==> config.mk <==
export PLATFORM = sky130hd
export DESIGN_NAME = imm_ext_pipe
export DESIGN_NICKNAME = d
export VERILOG_FILES = /design/src/rtl/imm_ext_pipe.sv
export SDC_FILE = /design/constraint.sdc
export NUM_CORES = 1
export LEC_CHECK = 0
export CAP_MARGIN = 5
export CELL_PAD_IN_SITES_DETAIL_PLACEMENT = 1
export CELL_PAD_IN_SITES_GLOBAL_PLACEMENT = 2
export CORE_MARGIN = 2
export CORE_UTILIZATION = 38
export CTS_BUF_LIST = sky130_fd_sc_hd__clkbuf_2
export DETAILED_ROUTE_END_ITERATION = 8
export DONT_BUFFER_PORTS = 1
export PLACE_DENSITY = 0.91
export RECOVER_POWER = 100
export SETUP_SLACK_MARGIN = 0.4
export SYNTH_ARGS = -nofsm -noshare
export SYNTH_HDL_FRONTEND = slang
export SYNTH_SLANG_ARGS = --single-unit
==> constraint.sdc <==
create_clock -name clk -period 1.7 [get_ports clk]
set_input_delay 0.17 -clock clk [delete_from_list [all_inputs] [get_ports clk]]
set_output_delay 0.17 -clock clk [all_outputs]
set_load 0.005 [all_outputs]
==> src/rtl/imm_ext_pipe.sv <==
`default_nettype none
// ---------------------------------------------------------------------------
// imm_ext_pipe : registered, handshaked immediate extender with prefix support
// Rev 1.0
// ---------------------------------------------------------------------------
module imm_ext_pipe #(
  parameter int unsigned XLEN       = 16,
  parameter bit          ZEXT_LOGIC = 1'b1,
  parameter bit          PREFIX_EN  = 1'b1,
  parameter logic [3:0]  PREFIX_OP  = 4'b1011
) (
  input  logic            clk,
  input  logic            rst_n,
  input  logic            in_valid,
  output logic            in_ready,
  input  logic [15:0]     instr,
  input  logic            flush,
  output logic            out_valid,
  input  logic            out_ready,
  output logic [XLEN-1:0] out_imm,
  output logic [15:0]     out_instr,
  output logic            out_pfx_used,
  output logic            out_pfx_err
);

  localparam logic [0:0] S_IDLE     = 1'b0;
  localparam logic [0:0] S_PFX_HELD = 1'b1;

  logic [0:0]      state_q, state_d;
  logic [11:0]     pfx_q, pfx_d;
  logic            out_valid_q, out_valid_d;
  logic [XLEN-1:0] out_imm_q, out_imm_d;
  logic [15:0]     out_instr_q, out_instr_d;
  logic            out_pfx_used_q, out_pfx_used_d;
  logic            out_pfx_err_q, out_pfx_err_d;

  logic [3:0]      opcode;
  logic [7:0]      field;
  logic [7:0]      field_s8;
  logic            wide;
  logic            has_imm;
  logic            is_pfx;
  logic            zext_sel;
  logic            accept;
  logic [XLEN-1:0] field_sx;
  logic [XLEN-1:0] field_zx;
  logic [XLEN-1:0] pfx_sx;
  logic [XLEN-1:0] imm_pfx;

  assign opcode   = instr[3:0];
  assign in_ready = !flush && (!out_valid_q || out_ready);
  assign accept   = in_valid && in_ready;
  assign is_pfx   = PREFIX_EN && (opcode == PREFIX_OP);
  assign zext_sel = ZEXT_LOGIC && ((opcode == 4'b1110) || (opcode == 4'b1111));

  always_comb begin
    field   = 8'd0;
    wide    = 1'b0;
    has_imm = 1'b1;
    case (opcode)
      4'b0000: begin
        field = instr[15:8];
        wide  = 1'b1;
      end
      4'b0001, 4'b0100, 4'b0101,
      4'b1100, 4'b1101, 4'b1110, 4'b1111: field = {4'b0000, instr[15:12]};
      4'b0010, 4'b0011, 4'b0110, 4'b0111: field = {4'b0000, instr[7:4]};
      default: has_imm = 1'b0;
    endcase
  end

  // The prefix supplies everything above the field, so the field itself is
  // always OR-ed in unextended.
  assign field_s8 = wide ? field : {{4{field[3]}}, field[3:0]};
  assign field_sx = XLEN'($signed(field_s8));
  assign field_zx = XLEN'(field);
  assign pfx_sx   = XLEN'($signed(pfx_q));
  assign imm_pfx  = (wide ? (pfx_sx << 8) : (pfx_sx << 4)) | field_zx;

  always_comb begin
    state_d        = state_q;
    pfx_d          = pfx_q;
    out_valid_d    = out_valid_q;
    out_imm_d      = out_imm_q;
    out_instr_d    = out_instr_q;
    out_pfx_used_d = out_pfx_used_q;
    out_pfx_err_d  = out_pfx_err_q;
    if (flush) begin
      out_valid_d = 1'b0;
      state_d     = S_IDLE;
      pfx_d       = 12'd0;
    end else if (accept && is_pfx) begin
      pfx_d   = instr[15:4];
      state_d = S_PFX_HELD;
      if (out_ready) begin
        out_valid_d = 1'b0;
      end
    end else if (accept) begin
      out_valid_d = 1'b1;
      out_instr_d = instr;
      state_d     = S_IDLE;
      if (!has_imm) begin
        out_imm_d      = '0;
        out_pfx_used_d = 1'b0;
        out_pfx_err_d  = (state_q == S_PFX_HELD);
      end else if (state_q == S_PFX_HELD) begin
        out_imm_d      = imm_pfx;
        out_pfx_used_d = 1'b1;
        out_pfx_err_d  = 1'b0;
      end else begin
        out_imm_d      = zext_sel ? field_zx : field_sx;
        out_pfx_used_d = 1'b0;
        out_pfx_err_d  = 1'b0;
      end
    end else if (out_ready) begin
      out_valid_d = 1'b0;
    end
  end

  always_ff @(posedge clk) begin
    if (!rst_n) begin
      state_q        <= S_IDLE;
      pfx_q          <= 12'd0;
      out_valid_q    <= 1'b0;
      out_imm_q      <= '0;
      out_instr_q    <= 16'd0;
      out_pfx_used_q <= 1'b0;
      out_pfx_err_q  <= 1'b0;
    end else begin
      state_q        <= state_d;
      pfx_q          <= pfx_d;
      out_valid_q    <= out_valid_d;
      out_imm_q      <= out_imm_d;
      out_instr_q    <= out_instr_d;
      out_pfx_used_q <= out_pfx_used_d;
      out_pfx_err_q  <= out_pfx_err_d;
    end
  end

  assign out_valid    = out_valid_q;
  assign out_imm      = out_imm_q;
  assign out_instr    = out_instr_q;
  assign out_pfx_used = out_pfx_used_q;
  assign out_pfx_err  = out_pfx_err_q;

endmodule
`default_nettype wire

Word-level counts from Yosys, hierarchy flattened
Cells that the tools add are included.
{ "word_totals": {"inputBits": 21, "memories": 0, "output_inout_bits": 36, "latch_bits": 0, "regBits": 48, "mem_bits_ro": 0, "ram_bits": 0} }
{ "classes": {"n_addsub": 0, "shift": 0, "n_bitwise": 4, "mux": 16, "mul": 0, "reduce_logical": 14, "n_eq_ne": 12, "div": 0, "order_cmp": 0} }
{ "ops": {"columns": ["operator", "n"], "rows": [
  ["$mux W16", 4],
  ["$pmux W8 S3", 1],
  ["$eq A4 B4 Y1 const B", 5],
  ["$eq A4 B3 Y1 const B", 4],
  ["$or A16 B8 Y16", 1],
  ["$reduce_or A12 Y1", 1],
  ["$mux W1", 10],
  ["$eq A4 B2 Y1 const B", 2],
  ["$mux W8", 1],
  ["$reduce_or A7 Y1", 1],
  ["$eq A4 B1 Y1 const B", 1],
  ["$logic_not A4 Y1", 1],
  ["$reduce_or A4 Y1", 1],
  ["$logic_and A1 B1 Y1", 3],
  ["$not A1 Y1", 3],
  ["$reduce_and A3 Y1", 1],
  ["$logic_not A1 Y1", 2],
  ["$logic_or A1 B1 Y1", 2],
  ["$reduce_bool A2 Y1", 1],
  ["$reduce_or A2 Y1", 1]
]} }

Depth between registers and ports, before layout
Gate-level depths: netlist of run 1.
{ "depth": {"ltp_word": 7, "mapped_depth": 7} }

Worst setup path before layout of run 1
Ideal clock, no wire load.
{ "synth_path": {"path_type": "input port to flip-flop", "from": "input port instr[0]", "to": "register out_imm_q[14] (netlist: out_imm[14])", "arrival_time_ns": 1.433, "cell_stages": 5, "n_path_buf": 1, "setup_slack_ns": 0.131, "setup_ns": 0.137, "path_cell_list": "nor4_2 > buf_2 > mux2_1 > a221oi_1 > a211oi_1"} }
{ "synth_between": {"elab_chain_cells": 7, "elab_cells_between_ends": 29} }
{ "synth_lines": {"columns": ["item", "line", "source"], "rows": [
  ["start: declaration", "16", "input logic [15:0] instr,"],
  ["$eq A4 B4 Y1 (tied with other cells)", "54, 60", null],
  ["$reduce_or A7 Y1 / $reduce_or A4 Y1 (equally long branches)", null, null],
  ["$pmux W8 S3", "60", "case (opcode)"],
  ["$mux W8", "74", "assign field_s8 = wide ? field : {{4{field[3]}}, field[3:0]};"],
  ["$mux W16", "111", "out_imm_d = zext_sel ? field_zx : field_sx;"],
  ["$mux W16", "106", "end else if (state_q == S_PFX_HELD) begin"],
  ["$mux W16", "102", "if (!has_imm) begin"],
  ["end signal: assignment", "133", "out_imm_q <= out_imm_d;"],
  ["end: declaration", "32", "logic [XLEN-1:0] out_imm_q, out_imm_d;"]
]} }
Parallel ways exist; a longest one is shown, timed or not.
A chain may end at the register's enable or synchronous reset.

Worst setup path in the final report of run 1
{ "layout_path": {"from": "register out_valid_q (netlist: out_valid)", "to": "register out_imm_q[5] (netlist: out_imm[5])"} }
{ "layout_between": {"elab_chain_cells": 7} }
{ "layout_lines": {"columns": ["item", "line", "source"], "rows": [
  ["start: declaration", "31", "logic out_valid_q, out_valid_d;"],
  ["start signal: assignment", "132", "out_valid_q <= out_valid_d;"],
  ["$logic_not A1 Y1 (*)", "51", "assign in_ready = !flush && (!out_valid_q || out_ready);"],
  ["$logic_or A1 B1 Y1 (*)", "51", null],
  ["$logic_and A1 B1 Y1 (*)", "51", null],
  ["$logic_and A1 B1 Y1 (*)", "52", "assign accept = in_valid && in_ready;"],
  ["$logic_and A1 B1 Y1", "92", "end else if (accept && is_pfx) begin"],
  ["$not A1 Y1 (no source line)", null, null],
  ["$reduce_and A3 Y1 (no source line) (*)", null, null]
]} }
Mark *: on every way between the ends. The rest lies on a longest branch, timed or not.

==> impl_metrics.tcl, run 1 <==
set metrics [dict create \
    cellInternalPower_w 0.00140 \
    ant_nets 0 \
    p_comb_share_pct 14.5 \
    initial_core_util_pct 39.4 \
    grt_pass1_wl_um 11100 \
    switching_share_pct 28.5 \
    grt_usage_pct 23.5 \
    crit_path_max_fanout 7 \
    synth-edff-count 0 \
    cp-start-kind "flip-flop" \
    worst-setup-path-type "reg -> reg" \
    use_met1_pct 27.5 \
    worst_pin_slew_ns 0.594 \
    dp.cells 307 \
    placementRows 27 \
    synth_warnings 0 \
    ir_drop_mv 0.363 \
    drc_errors 0 \
    synth_area_leaders "dfxtp_1 (44%), nand2_1 (6.9%), a21oi_1 (6.0%)" \
    synth_seq_cells 48 \
    final-instance-count-excl-fill 339 \
    postSynthCellCount 244 \
    drive_gt1_share_pct 19.5 \
    status "finished, final reports clean" \
    p_per_area_nw_per_um2 723 \
    ys_seq_area_share_pct 44.1 \
    maxCapViolations 0 \
    drt-initial-drc-count 82 \
    setup_viol_count_final 0 \
    cts_buffer_depth 2 \
    drv_slew 0 \
    hold_viol_final 0 \
    whs_ns 0.0235 \
    vias_per_cell 5.83 \
    antenna_found_initial 0 \
    gr-usage-met2_pct 42.0 \
    worstHoldStart "instr[15]" \
    grtUsageMet3_pct 6.79 \
    synth_flop_cell "dfxtp_1" \
    cts-buffers-inserted 5 \
    p_leak_nw 0.962 \
    final_util_pct 49.0 \
    grt_pass1_vias 2061 \
    clock-sinks 48 \
    area_delta_synth_final_pct 24.5 \
    synth_cell_types 45 \
    die-area_um2 6360 \
    final_common_cell "dfxtp_1" \
    worstPathRequired_ns 2.07 \
    seqPwrFrac_pct 60.9 \
    yosysTopAreaCellShare_pct 44.1 \
    netSwitchingPower_w 0.000560 \
    synth_area_leader_cell "dfxtp_1" \
    top_usage_layer "met2" \
    setup_tns_ns 0 \
    timing.final.crit_share_pct 85.8 \
    syn_area_um2 2180 \
    num_vias 1975 \
    core_area_um2 5540 \
    syn_nets 265 \
    h-tree-depth 2 \
    finClkSkew_ns 0.0288 \
    routed_wirelength_um 7220 \
    antennaDiodeCount 0 \
    port_buffers 0 \
    p_clk_share_pct 24.6 \
    cts_tree "built" \
    pin_count 57 \
    gp_congestion 0.779 \
    grt_max_degree 28 \
    worstSkewPairLatency_ns 0.44 \
    fin_nets 287 \
    die_x_um 79.8 \
    rsz0062_at_grt "yes" \
    hpwlAfterDp_um 4550 \
    wire_per_inst_um 21.3 \
    clkTransAtPathRegs_ns 0.25 \
    mostFrequentLayoutCells "dfxtp_1 (48), nand2_1 (40), a21oi_1 (25)" \
    rr_startpoint "out_valid" \
    overflow 0 \
    cts_root_buf "clkbuf_2" \
    min_period_ns 1.46 \
    syn_area_per_cell_um2 8.94 \
    max_freq_mhz 686 \
    cp-end-kind "flip-flop" \
    fillCellCount 630 \
    die_y_um 79.8 \
    hp-class "in -> reg" \
    async_reset_ff_share_pct 0 \
    relSlewSlack_pct 60.4 \
    cp.arrival_ns 1.83 \
    drt_pass1_iterations 4 \
    crit_start "out_valid" \
]
-- cell type report --
type | instances | area (µm²) | share of cell area (%)
clock buffers | 6 | 30.0 | 1.11
clock inverters | 2 | 11.3 | 0.415
flip-flops and latches | 48 | 961 | 35.4
inverters | 4 | 15.0 | 0.553
repair buffers | 33 | 394 | 14.5
multi-input cells | 174 | 1210 | 44.7
well taps | 72 | 90.1 | 3.32
-- final timing paths --
kind | endpoint | slack, ns | cells after the start
setup / recovery | out_imm[5] | 0.24 | 4
hold / removal | out_imm[3] | 0.02 | 3
setup reg to reg | out_imm[5] | 0.24 | 4
hold reg to reg | out_instr[12] | 0.49 | 2
-- timing repair --
item	4_1_cts	5_1_grt
cloned	2	1
gates resized for setup	10	8
endpoints found under the hold margin	37	0
endpoints found under the setup margin	38	39
setup buffers	1	2
pin swaps	0	2
hold buffers	18	0
-- state kept, by name, indices dropped and copies added, names as in the netlist --
register      count
out_imm          16
out_instr        16
state_q           1
out_pfx_err       1
pfx_q            12
out_valid         1
out_pfx_used      1
-- metrics by stage --
stage	setup slack [ns]	total power, W	cell area, µm²
floorplan	0.160	0.00136	2240
global placement	0.180	0.00140	2310
detailed placement	0.153	0.00140	2310
CTS	0.368	0.00197	2650
global route	0.159	0.00207	2720
finish	0.242	0.00196	2720
-- cell usage after synthesis (3+ instances only) --
library cell and count:
a22oi_1 4, nor2b_1 5, o211ai_1 3, a211oi_1 7, o31ai_1 4, mux2_2 3, nand3_1 7, nand2_1 40
buf_2 5, mux2_4 4, o221a_2 3, dfxtp_1 48, nor3_1 3, inv_1 3, a221oi_1 6, a21oi_1 26
mux2i_1 12, a21o_1 3, clkbuf_1 10, nor2_1 16, nand2b_1 5
-- cell families after synthesis --
family | count (synthesis) | share of synthesized area (%)
AOI/OAI and AO/OA | 71 | 23.4
buffers and inverters | 22 | 4.59
muxes | 20 | 10.3
and+or+nand+nor | 83 | 17.7
DFF | 48 | 44.1
-- critical path, cell delays in order (launching register included) --
cell and delay [ns]:
dfxtp_1 0.42, nand2b_4 0.12, and3_1 0.37, nand2_1 0.17, o31ai_1 0.30
-- power groups by stage --
stage / clock network (W) / registers (W) / logic, W
final: 0.000483 / 0.00120 / 0.000284
after CTS: 0.000501 / 0.00120 / 0.000269
after global routing: 0.000561 / 0.00120 / 0.000308
after floorplan: 0 / 0.00121 / 0.000158
after global placement: 0 / 0.00122 / 0.000182
after detailed placement: 0 / 0.00122 / 0.000187
-- per-layer routing --
metal	vias to the layer above	wire, µm
met3	6	379
met2	49	3660
li1	928	-
met4	0	57
met1	992	3120
met5	-	0
Note: power is estimated with default switching activity, not from simulation.
==> run 2: changes to the inputs <==
SETUP_SLACK_MARGIN = 0.2   (was 0.4)
==> impl_metrics.tcl, run 2 (same netlist as run 1, synthesis figures left out) <==
set metrics [dict create \
    relSlewSlack_pct 59.4 \
    drv_slew 0 \
    antennaDiodeCount 0 \
    cp-start-kind "flip-flop" \
    final_util_pct 45.7 \
    max_freq_mhz 642 \
    status "finished, final reports clean" \
    seqPwrFrac_pct 57.8 \
    ant_nets 0 \
    p_leak_nw 0.870 \
    p_comb_share_pct 11.4 \
    worstSkewPairLatency_ns 0.43 \
    crit_path_max_fanout 7 \
    cellInternalPower_w 0.00151 \
    worst_pin_slew_ns 0.606 \
    die_y_um 79.8 \
    rsz0062_at_grt "yes" \
    finClkSkew_ns 0.00834 \
    cp-end-kind "flip-flop" \
    routed_wirelength_um 6840 \
    port_buffers 0 \
    area_delta_synth_final_pct 16.1 \
    switching_share_pct 26.9 \
    gp_congestion 0.798 \
    die-area_um2 6360 \
    place_ws_ns 0.130 \
    cts-buffers-inserted 5 \
    cts_root_buf "clkbuf_2" \
    setup_ws_ns 0.143 \
    grt_max_degree 23 \
    clock-sinks 48 \
    fillCellCount 669 \
    grt_pass1_vias 2091 \
    timing.final.crit_share_pct 91.6 \
    maxCapViolations 0 \
    die_x_um 79.8 \
    min_period_ns 1.56 \
    setup_viol_count_final 0 \
    mostFrequentLayoutCells "dfxtp_1 (48), nand2_1 (40), a21oi_1 (26)" \
    grt_usage_pct 22.5 \
    setup_tns_ns 0 \
    cp.arrival_ns 1.93 \
    clkTransAtPathRegs_ns 0.25 \
    wire_per_inst_um 20.4 \
    p_clk_share_pct 30.8 \
    hold_viol_final 0 \
    pin_count 57 \
    multi_input_area_um2 1130 \
    ir_drop_mv 0.346 \
    vias_per_cell 5.89 \
    worstPathRequired_ns 2.07 \
    drive_gt1_share_pct 14.4 \
    regArea_um2 961 \
    worst-setup-path-type "reg -> reg" \
    drt-initial-drc-count 66 \
    cts_buffer_depth 2 \
    hpwlAfterDp_um 4540 \
    drc_errors 0 \
    netSwitchingPower_w 0.000556 \
    drt_pass1_iterations 4 \
    num_vias 1974 \
    placementRows 27 \
    cts_tree "built" \
    fin_nets 283 \
    core_area_um2 5540 \
    h-tree-depth 2 \
    overflow 0 \
    grt_pass1_wl_um 11000 \
    p_per_area_nw_per_um2 817 \
    initial_core_util_pct 39.4 \
    hp-class "in -> reg" \
    final_common_cell "dfxtp_1" \
    antenna_found_initial 0 \
]
==> run 2: repair_timing <==
action	4_1_cts	5_1_grt
endpoints found under the hold margin	36	2
hold buffers	17	2
resized for setup	1	2
buffers inserted	0	0
endpoints found under the setup margin	1	8
==> run 2: area by class of cell <==
cell class / count / area share, %
Timing Repair Buffer: 29 / 10.4
Sequential cell: 48 / 38.0
Multi-Input combinational cell: 174 / 44.8
Clock buffer: 5 / 0.989
Inverter: 4 / 0.593
Tap cell: 72 / 3.56
Clock inverter: 3 / 1.68
==> run 2: per-layer routing <==
metal / part of all wire, % / routed length, µm / vias to the layer above / track usage [%]
met3: 7.3 / 499 / 7 / 7.24
met1: 43 / 2950 / 983 / 28.6
met2: 49 / 3320 / 59 / 37.0
met5: 0 / 0 / - / 0
li1: - / - / 925 / -
met4: 1.0 / 70 / 0 / 5.59
==> run 2: path summary, 6_finish.rpt <==
kind                                     from            end  slack (ns)  cells after the start
worst max-delay path                out_valid    out_pfx_err        0.14                      5
worst min-delay path                 instr[3]    out_pfx_err        0.04                      3
worst max register to register      out_valid    out_pfx_err        0.14                      5
worst min register to register  out_instr[10]  out_instr[10]        0.49                      2
==> run 2: worst max-delay path: stages (launching register included) <==
cell and delay (ns):
dfxtp_1 0.39, nand2b_1 0.22, and3_1 0.42, buf_4 0.23
nand3_1 0.09, a21oi_1 0.16
==> run 2: power groups by stage <==
stage / combinational [W] / clock [W] / sequential, W
after CTS: 0.000234 / 0.000645 / 0.00120
after global routing: 0.000259 / 0.000697 / 0.00120
after global placement: 0.000177 / 0 / 0.00122
final: 0.000236 / 0.000636 / 0.00119
after floorplan: 0.000152 / 0 / 0.00121
after detailed placement: 0.000184 / 0 / 0.00122
==> run 2: stage by stage <==
stage	instance area [µm²]	hold slack (ns)	instances	power [W]
3_3_place_gp	2290	0.309	308	0.00139
5_1_grt	2530	0.00921	335	0.00216
2_1_floorplan	2210	0.306	244	0.00136
6_report	2530	0.0384	335	0.00207
4_1_cts	2530	0.0264	333	0.00208
3_5_place_dp	2290	0.318	308	0.00140
==> run 3: changes to the inputs <==
CTS_CLUSTER_SIZE = 8   (was not set)
==> results of run 3 <==
Same layout as run 2: the final DEF is identical, and so are final timing and power.
